`src/rtl/fifo_feed_scheduler.sv`:
```
// Drains the per-row FWFT FIFOs into the west edge of the systolic array with diagonal skew.
// Row r is fed r steps after row 0; any empty active FIFO stalls the whole wavefront.
module fifo_feed_scheduler #(
    parameter int DATA_W = 32,
    parameter int ROWS   = 4,
    parameter int LEN    = 4
) (
    input  logic                   i_clk,
    input  logic                   i_rstn,
    input  logic                   i_start,
    input  logic [ROWS-1:0]        i_empty,
    input  logic [ROWS*DATA_W-1:0] i_data,
    output logic [ROWS-1:0]        o_rd,
    output logic [ROWS*DATA_W-1:0] o_a,
    output logic [ROWS-1:0]        o_a_valid,
    output logic                   o_step,
    output logic                   o_stall,
    output logic                   o_busy,
    output logic                   o_done,
    output logic [1:0]             o_dbg_state
);
    localparam int STEPS = LEN + ROWS - 1;
    localparam int T_W   = $clog2(LEN + ROWS);
    localparam logic [T_W-1:0] T_LAST = T_W'(STEPS - 1);

    typedef enum logic [1:0] {
        IDLE = 2'd0,
        FEED = 2'd1,
        DONE = 2'd2
    } state_t;

    state_t          state, state_nx;
    logic [T_W-1:0]  t, t_nx;
    logic [ROWS-1:0] active;
    logic            fire;
    logic            stall;

    // Skew window: row r consumes during steps r .. r+LEN-1.
    always_comb begin
        active = '0;
        for (int r = 0; r < ROWS; r++) begin
            active[r] = (state == FEED) && (int'(t) >= r) && (int'(t) <= r + LEN - 1);
        end
    end

    assign fire  = (state == FEED) && ((active & i_empty) == '0);
    assign stall = (state == FEED) && !fire;

    assign o_rd        = fire ? active : '0;
    assign o_busy      = (state != IDLE);
    assign o_dbg_state = state;

    always_comb begin
        state_nx = state;
        t_nx     = t;
        case (state)
            IDLE: begin
                if (i_start) begin
                    state_nx = FEED;
                    t_nx     = '0;
                end
            end
            FEED: begin
                if (fire) begin
                    if (t == T_LAST) begin
                        state_nx = DONE;
                    end else begin
                        t_nx = t + T_W'(1);
                    end
                end
            end
            DONE: begin
                state_nx = IDLE;
                t_nx     = '0;
            end
            default: begin
                state_nx = IDLE;
                t_nx     = '0;
            end
        endcase
    end

    always_ff @(posedge i_clk or negedge i_rstn) begin
        if (!i_rstn) begin
            state     <= IDLE;
            t         <= '0;
            o_a       <= '0;
            o_a_valid <= '0;
            o_step    <= 1'b0;
            o_stall   <= 1'b0;
            o_done    <= 1'b0;
        end else begin
            state     <= state_nx;
            t         <= t_nx;
            o_step    <= fire;
            o_stall   <= stall;
            o_done    <= fire && (t == T_LAST);
            o_a_valid <= fire ? active : '0;
            // Inactive or stalled rows present zero so the array never sees stale operands.
            for (int r = 0; r < ROWS; r++) begin
                o_a[r*DATA_W +: DATA_W] <= (fire && active[r]) ? i_data[r*DATA_W +: DATA_W] : '0;
            end
        end
    end
endmodule

```
`config.mk`:
```
export PLATFORM = sky130hd
export DESIGN_NAME = fifo_feed_scheduler
export DESIGN_NICKNAME = d
export VERILOG_FILES = /design/src/rtl/fifo_feed_scheduler.sv
export SDC_FILE = /design/constraint.sdc
export NUM_CORES = 1
export LEC_CHECK = 0
export BUFFER_PORTS_ARGS = -buffer_cell sky130_fd_sc_hd__buf_4
export CELL_PAD_IN_SITES_DETAIL_PLACEMENT = 2
export CELL_PAD_IN_SITES_GLOBAL_PLACEMENT = 2
export CORE_ASPECT_RATIO = 1.4
export CORE_MARGIN = 10
export CORE_UTILIZATION = 26
export DETAILED_ROUTE_END_ITERATION = 10
export MAX_ROUTING_LAYER = met4
export PLACE_DENSITY_LB_ADDON = 0.1
export REMOVE_ABC_BUFFERS = 1
export SYNTH_ARGS = -nofsm -noshare
export SYNTH_HDL_FRONTEND = slang
export SYNTH_SLANG_ARGS = --single-unit
```
`constraint.sdc`:
```
create_clock -name i_clk -period 2.4 [get_ports i_clk]
set_input_delay 0.12 -clock i_clk [delete_from_list [all_inputs] [get_ports i_clk]]
set_output_delay 0.12 -clock i_clk [all_outputs]
set_load 0.02 [all_outputs]
```
==> results of run 1 <==
## kinds of logic after synthesis
logic type | synth area share (%)
AND/OR/NAND/NOR | 20.3
flip-flops | 74.4
buffers and inverters | 1.89
AO/OA/AOI/OAI | 1.33
multiplexers | 0.877
adder cells (fa/ha/maj) | 1.06
XOR/XNOR | 0.186
## per-stage QoR
step / hold slack, ns / instances / area, um2 / util [%]
after floorplan: -0.176 / 311 / 4640 / -
after global placement: 0.175 / 839 / 7170 / 40.0
after detailed placement: 0.179 / 839 / 7170 / 40.0
after CTS: 0.0278 / 1017 / 9400 / 52.4
after global routing: 0.0562 / 1019 / 9450 / 52.7
final: 0.0397 / 1019 / 9450 / 52.7
## routing by layer
layer,global-route usage [%],up-vias,part of all wire (%)
met5,-,-,0
met4,5.68,0,1.8
met3,5.78,21,5.8
met2,34.6,145,60
met1,16.6,2120,32
li1,-,1893,-
## cells in the final DEF (no fill, tap or decap), types with 2 or more instances in the layout
master	instances
nand3_1	3
buf_6	2
clkbuf_16	17
nand2b_1	2
bufbuf_16	3
bufinv_16	5
buf_12	6
clkinvlp_4	3
inv_2	2
and2_1	128
nand2_1	4
buf_4	293
nor2_1	2
ha_4	2
nor3_4	2
buf_8	3
or2_2	2
inv_1	2
nor3_1	2
dfrtp_1	138
dfrtp_2	2
a211oi_2	2
mux2i_1	3
inv_6	4
dlygate4sd3_1	129
clkbuf_8	2
## registers in the layout (all words and copies together), names as in the netlist
register / count
o_a: 128
o_a_valid: 4
o_dbg_state: 2
o_done: 1
o_stall: 1
o_step: 1
t: 3
## where the power goes
group | switching [mW] | internal, mW
logic | 3.12 | 2.90
registers | 0.322 | 3.21
clock network | 1.04 | 1.91
## worst reg2reg max path, cell delays in order, from the launching register on
cell       delay (ns)
dfrtp_2          0.43
buf_4            0.14
buf_4            0.13
a21oi_1          0.24
nor2_4           0.09
o211ai_4         0.33
buf_12           0.15
nor3_4           0.04
buf_4            0.13
buf_4            0.12
bufbuf_16        0.27
and2_1           0.16
## Yosys cell counts (2+ instances only)
library cell,n
inv_1,4
nor3_2,2
nor2_1,3
clkbuf_2,4
nand3_1,3
nand2_1,4
dfrtp_1,140
and2_1,129
mux2i_1,3
nor3_1,2
buf_2,7
nand2b_1,2
or2_2,2
clkbuf_1,5
ha_1,4
## worst min-delay path by stage
stage / cells after the start / to / slack [ns] / start
floorplan: 0 / o_a[0] / -0.18 / i_rstn
global placement: 1 / o_a[121] / 0.18 / i_rstn
detailed placement: 1 / o_a[121] / 0.18 / i_rstn
CTS: 3 / o_dbg_state[0] / 0.03 / i_start
global route: 3 / o_dbg_state[0] / 0.06 / i_start
finish: 3 / o_dbg_state[0] / 0.04 / i_start
## cell type report
type | count | area share, %
sequential | 140 | 37.1
tap | 240 | 3.18
timing repair buffer | 436 | 40.0
multi-input combinational | 167 | 12.5
inverter | 4 | 0.159
clock buffer | 20 | 4.83
clock inverter | 12 | 2.20
## repair_timing
action                                  4_1_cts  5_1_grt
hold endpoints to repair                    194        0
gates cloned                                  3        0
resized for setup                            17        8
pin swaps                                     9        2
endpoints found under the setup margin        4       39
hold buffers                                129        0
setup buffers                                14        2
==> results.yml, run 1 <==
yosys:
  synth_area_mm2: 0.00471
  yosys-top-cells-area: "dfrtp_1 (74%), and2_1 (17%), ha_1 (1.1%)"
  async_flop_share_pct: 100
  synth-seq-area-share_pct: 74.4
  ys_types: 28
  yosys.area.top_type_share_pct: 74.4
  yosysWarnings: 0
  yosys_most_used_dff: "dfrtp_1"
  netlist_instances: 327
  synth_top_area_cell: "dfrtp_1"
  synth_enable_flop_cells: 0
  avgSynthCellArea_um2: 14.4
  ys_ff_latch: 140
finish:
  seqCellArea_mm2: 0.00351
  area_delta_synth_final_pct: 101
  diodes: 0
  multi_input_area_mm2: 0.00118
  nNetsFinal: 905
  drive_above_1_share_pct: 46.1
  nFillCells: 1721
critical_path:
  crit_fanout: 4
  path_class: "register to output pin"
  slowest_delay_ns: 0.43
  critPathBufInv: 4
  cp.depth: 8
  critPathMostFrequentCell: "buf_12"
  cp-startpoint: "t[1]"
  timing.rr.start: "t[1]"
  crit_end: "o_rd[2]"
  arrival_ns: 2.26
  rr_endpoint: "o_a[85]"
  endpoint_kind: "output pin"
  cp-start-kind: "register"
  cp_slowest_cell: "dfrtp_2"
  cp_top_family: "simple AND/OR/NAND/NOR gates"
  cp_cell_sequence: "buf_4 -> or3_4 -> nand4_1 -> o211ai_4 -> buf_12 -> nor3_4 -> buf_12 -> buf_8"
  rr_worst_depth: 11
  rrSetupSlack_ns: 0.05
  required_ns: 2.28
sta:
  worst_slack_ns: 0.0171
  final.setup.tns_ns: 0
  min_period_over_period_pct: 99.3
  relSlewSlack_pct: 54.7
  finalMaxSlewViolations: 0
  min_period_ns: 2.38
  grt_setup_unrepaired: "true"
  fin_skew_ns: 0.00901
  setup_violations: 0
  tightest_slew_ns: 0.680
  hold_viol: 0
  fmax_mhz: 420
clock_tree:
  cts_tree: "built"
  clk_pin_slew_worst_paths_ns: 0.06
  cts.root.buffer_cell: "clkbuf_16"
  h-tree-depth: 4
  cts_buffer_depth: 2
  cts_made_buffers: 17
  cts_sinks: 140
  insertion_delay_ns: 0.42
place:
  port_buffers: 276
  hpwl_um: 13200
  gp_congestion: 0.766
  dp_slack_ns: 0.107
drt:
  first_pass_iters: 4
  drt-total-wl_um: 21200
  drcViolationCount: 0
  drt-initial-drc-count: 115
  routedWlPerCell_um: 20.8
  num_vias: 4179
  via_per_inst: 4.10
  antenna_left: 0
global_routing:
  grt_pass1_wl_um: 31400
  grt_util_all_layers_pct: 18.1
  grt_antenna_before_repair: 0
  grt_overflow: 0
  grt_max_degree: 71
  grt_pass1_vias: 5112
floorplanning:
  die_w_um: 134
  die_y_um: 179
  start_util_pct: 26.3
  coreArea_mm2: 0.0179
  rows: 58
  io_pins: 277
  dieArea_mm2: 0.0240
run:
  maxCapViolations: 0
pwr:
  peakVddDrop_mv: 0.499
  powerDensity_mw_per_mm2: 1320
  leakage_nw: 4.90
  total_power_mw: 12.5
min_path:
  hp-class: "input pin to register"
run_status:
  status: "finished, final reports clean"
Power figures use the tool's default switching activity.
==> run 2, diff against run 1 <==
--- a/config.mk
+++ b/config.mk
@@ -15,5 +15,4 @@
 export MAX_ROUTING_LAYER = met4
 export PLACE_DENSITY_LB_ADDON = 0.1
-export REMOVE_ABC_BUFFERS = 1
 export SYNTH_ARGS = -nofsm -noshare
 export SYNTH_HDL_FRONTEND = slang
==> constraint.sdc (replaced) <==
create_clock -name i_clk -period 2.4 [get_ports i_clk]
set_input_delay 0 -clock i_clk [delete_from_list [all_inputs] [get_ports i_clk]]
set_output_delay 0 -clock i_clk [all_outputs]
set_load 0.02 [all_outputs]
==> run 2 against run 1 <==
Compared with the run above: combinational power decreased by 0.7%; clock power down 14%; hold slack better by 0.0027 ns; highest routed layer unchanged.
==> results.yml, run 2 (synthesized netlist as in run 1, its figures left out) <==
floorplanning:
  rows: 58
  start_util_pct: 26.3
  die_w_um: 134
  coreArea_mm2: 0.0179
  io_pins: 277
  die_y_um: 179
  dieArea_mm2: 0.0240
finish:
  nFillCells: 1738
  nNetsFinal: 907
  reg_top3: "o_a (128), o_a_valid (4), t (3)"
  area_delta_synth_final_pct: 98.3
  final_cell_mix: "buf_4 (295), dfrtp_1 (137), dlygate4sd3_1 (130)"
  max_flop_register: "o_a"
  drive_above_1_share_pct: 46.3
  largest_reg_flops: 128
  final_common_cell: "buf_4"
  design_area_mm2: 0.00934
drt:
  drcViolationCount: 0
  via_per_inst: 4.13
  drt-initial-drc-count: 122
  antenna_left: 0
  drt-total-wl_um: 22600
  num_vias: 4219
  first_pass_iters: 4
  routedWlPerCell_um: 22.1
global_routing:
  grt_max_degree: 71
  grt_util_all_layers_pct: 18.6
  grt_pass1_wl_um: 32000
  grt_pass1_vias: 5192
  grt_antenna_before_repair: 1
  grt_overflow: 0
place:
  gp_congestion: 0.711
  dp_slack_ns: 0.0495
  placed_area_mm2: 0.00713
  hpwl_um: 13000
  port_buffers: 276
min_path:
  hold_depth: 4
  holdPathEnd: "o_a[116]"
  hp-class: "input pin to register"
  hp-start: "i_empty[3]"
clock_tree:
  cts_tree: "built"
  cts_sinks: 140
  h-tree-depth: 4
  clk_pin_slew_worst_paths_ns: 0.06
  cts.root.buffer_cell: "clkbuf_16"
  insertion_delay_ns: 0.43
  cts_buffer_depth: 2
  cts_made_buffers: 17
sta:
  relSlewSlack_pct: 55.2
  finalMaxSlewViolations: 0
  fmax_mhz: 428
  min_period_over_period_pct: 97.4
  hold_viol: 0
  fin_skew_ns: 0.0112
  tightest_slew_ns: 0.672
  hold_slack_ns: 0.0424
  min_period_ns: 2.34
  setup_violations: 0
  worst_slack_ns: 0.0616
critical_path:
  critPathBufInv: 2
  cp_slowest_cell: "dfrtp_2"
  path_class: "register to output pin"
  cp_top_family: "simple AND/OR/NAND/NOR gates"
  endpoint_kind: "output pin"
  rrSetupSlack_ns: 0.12
  critPathMostFrequentCell: "ha_2"
  crit_fanout: 5
  rr_worst_depth: 9
  cp_cell_sequence: "ha_2 -> ha_2 -> a211oi_2 -> a311oi_2 -> and2_4 -> nor4_4 -> clkbuf_16 -> buf_8"
  timing.rr.start: "t[0]"
  cp-start-kind: "register"
  arrival_ns: 2.34
  rr_endpoint: "o_a[0]"
  slowest_delay_ns: 0.44
  required_ns: 2.40
pwr:
  peakVddDrop_mv: 0.443
  leakage_nw: 4.86
  powerDensity_mw_per_mm2: 1290
run:
  maxCapViolations: 0
yosys:
  synth_nets: 466
run_status:
  status: "finished, final reports clean"
==> run 2: cell count changes in the layout (fill, tap and decap cells not counted), sizes merged <==
cell / delta
buf: -1
clkbuf: +2
bufbuf: -1
bufinv: -4
inv: -1
dlygate4sd3: +1
clkinvlp: +2
clkinv: +3
diode: +1
==> run 2: metrics by stage <==
stage,util (%),power [mW],instances,setup TNS (ns)
2_1_floorplan,-,5.98,327,0
3_3_place_gp,39.8,8.20,834,0
3_5_place_dp,39.8,8.38,834,0
4_1_cts,51.0,11.5,1004,-0.0905
5_1_grt,52.1,12.8,1021,-0.172
6_report,52.1,12.1,1021,0
==> run 2: layout make-up <==
type | count | area (um2) | area share [%]
Timing Repair Buffer | 438 | 3780 | 40.5
Tap cell | 240 | 300 | 3.21
Clock buffer | 19 | 443 | 4.74
Inverter | 4 | 15.0 | 0.161
Clock inverter | 12 | 116 | 1.25
Multi-Input combinational cell | 167 | 1170 | 12.6
Sequential cell | 140 | 3510 | 37.5
Antenna cell | 1 | 2.50 | 0.0268
==> run 2: how the worst max path moves through the flow <==
stage,startpoint,to,slack (ns),cells after the start
CTS,t[0],o_rd[0],-0.03,8
global route,t[0],o_rd[0],-0.07,9
finish,t[0],o_rd[0],0.06,8
global placement,t[1],o_a[100],0.27,7
detailed placement,t[1],t[2],0.05,7
floorplan,t[1],o_a[22],0.33,9
==> run 2: worst register-to-register path, cell delays in order, from the launching register on <==
cell and delay (ns):
dfrtp_2 0.44, ha_2 0.22, ha_2 0.21, a211oi_2 0.21
a311oi_2 0.08, and2_4 0.23, nor4_4 0.24, buf_4 0.19
bufbuf_16 0.27, and2_1 0.15
==> run 2: per-layer routing <==
layer / vias to the layer above / GRT usage (%) / part of all wire (%)
met4: 0 / 7.55 / 2.8
met5: - / - / 0
met3: 28 / 4.51 / 4.4
met1: 2144 / 16.5 / 32
li1: 1893 / - / -
met2: 154 / 36.5 / 61
==> run 2: where the power goes <==
group | total, mW | switching (mW) | leakage [nW] | internal [mW]
registers | 3.57 | 0.360 | 1.90 | 3.21
clock network | 2.54 | 1.09 | 0.258 | 1.46
logic | 5.98 | 3.15 | 2.70 | 2.83
==> run 2: what timing repair did <==
action | CTS | global route
gates resized for setup | 9 | 15
hold endpoints to repair | 197 | 0
pin swaps | 4 | 8
hold buffers | 130 | 0
setup endpoints to repair | 4 | 38
cloned | 2 | 2
setup buffers | 7 | 14
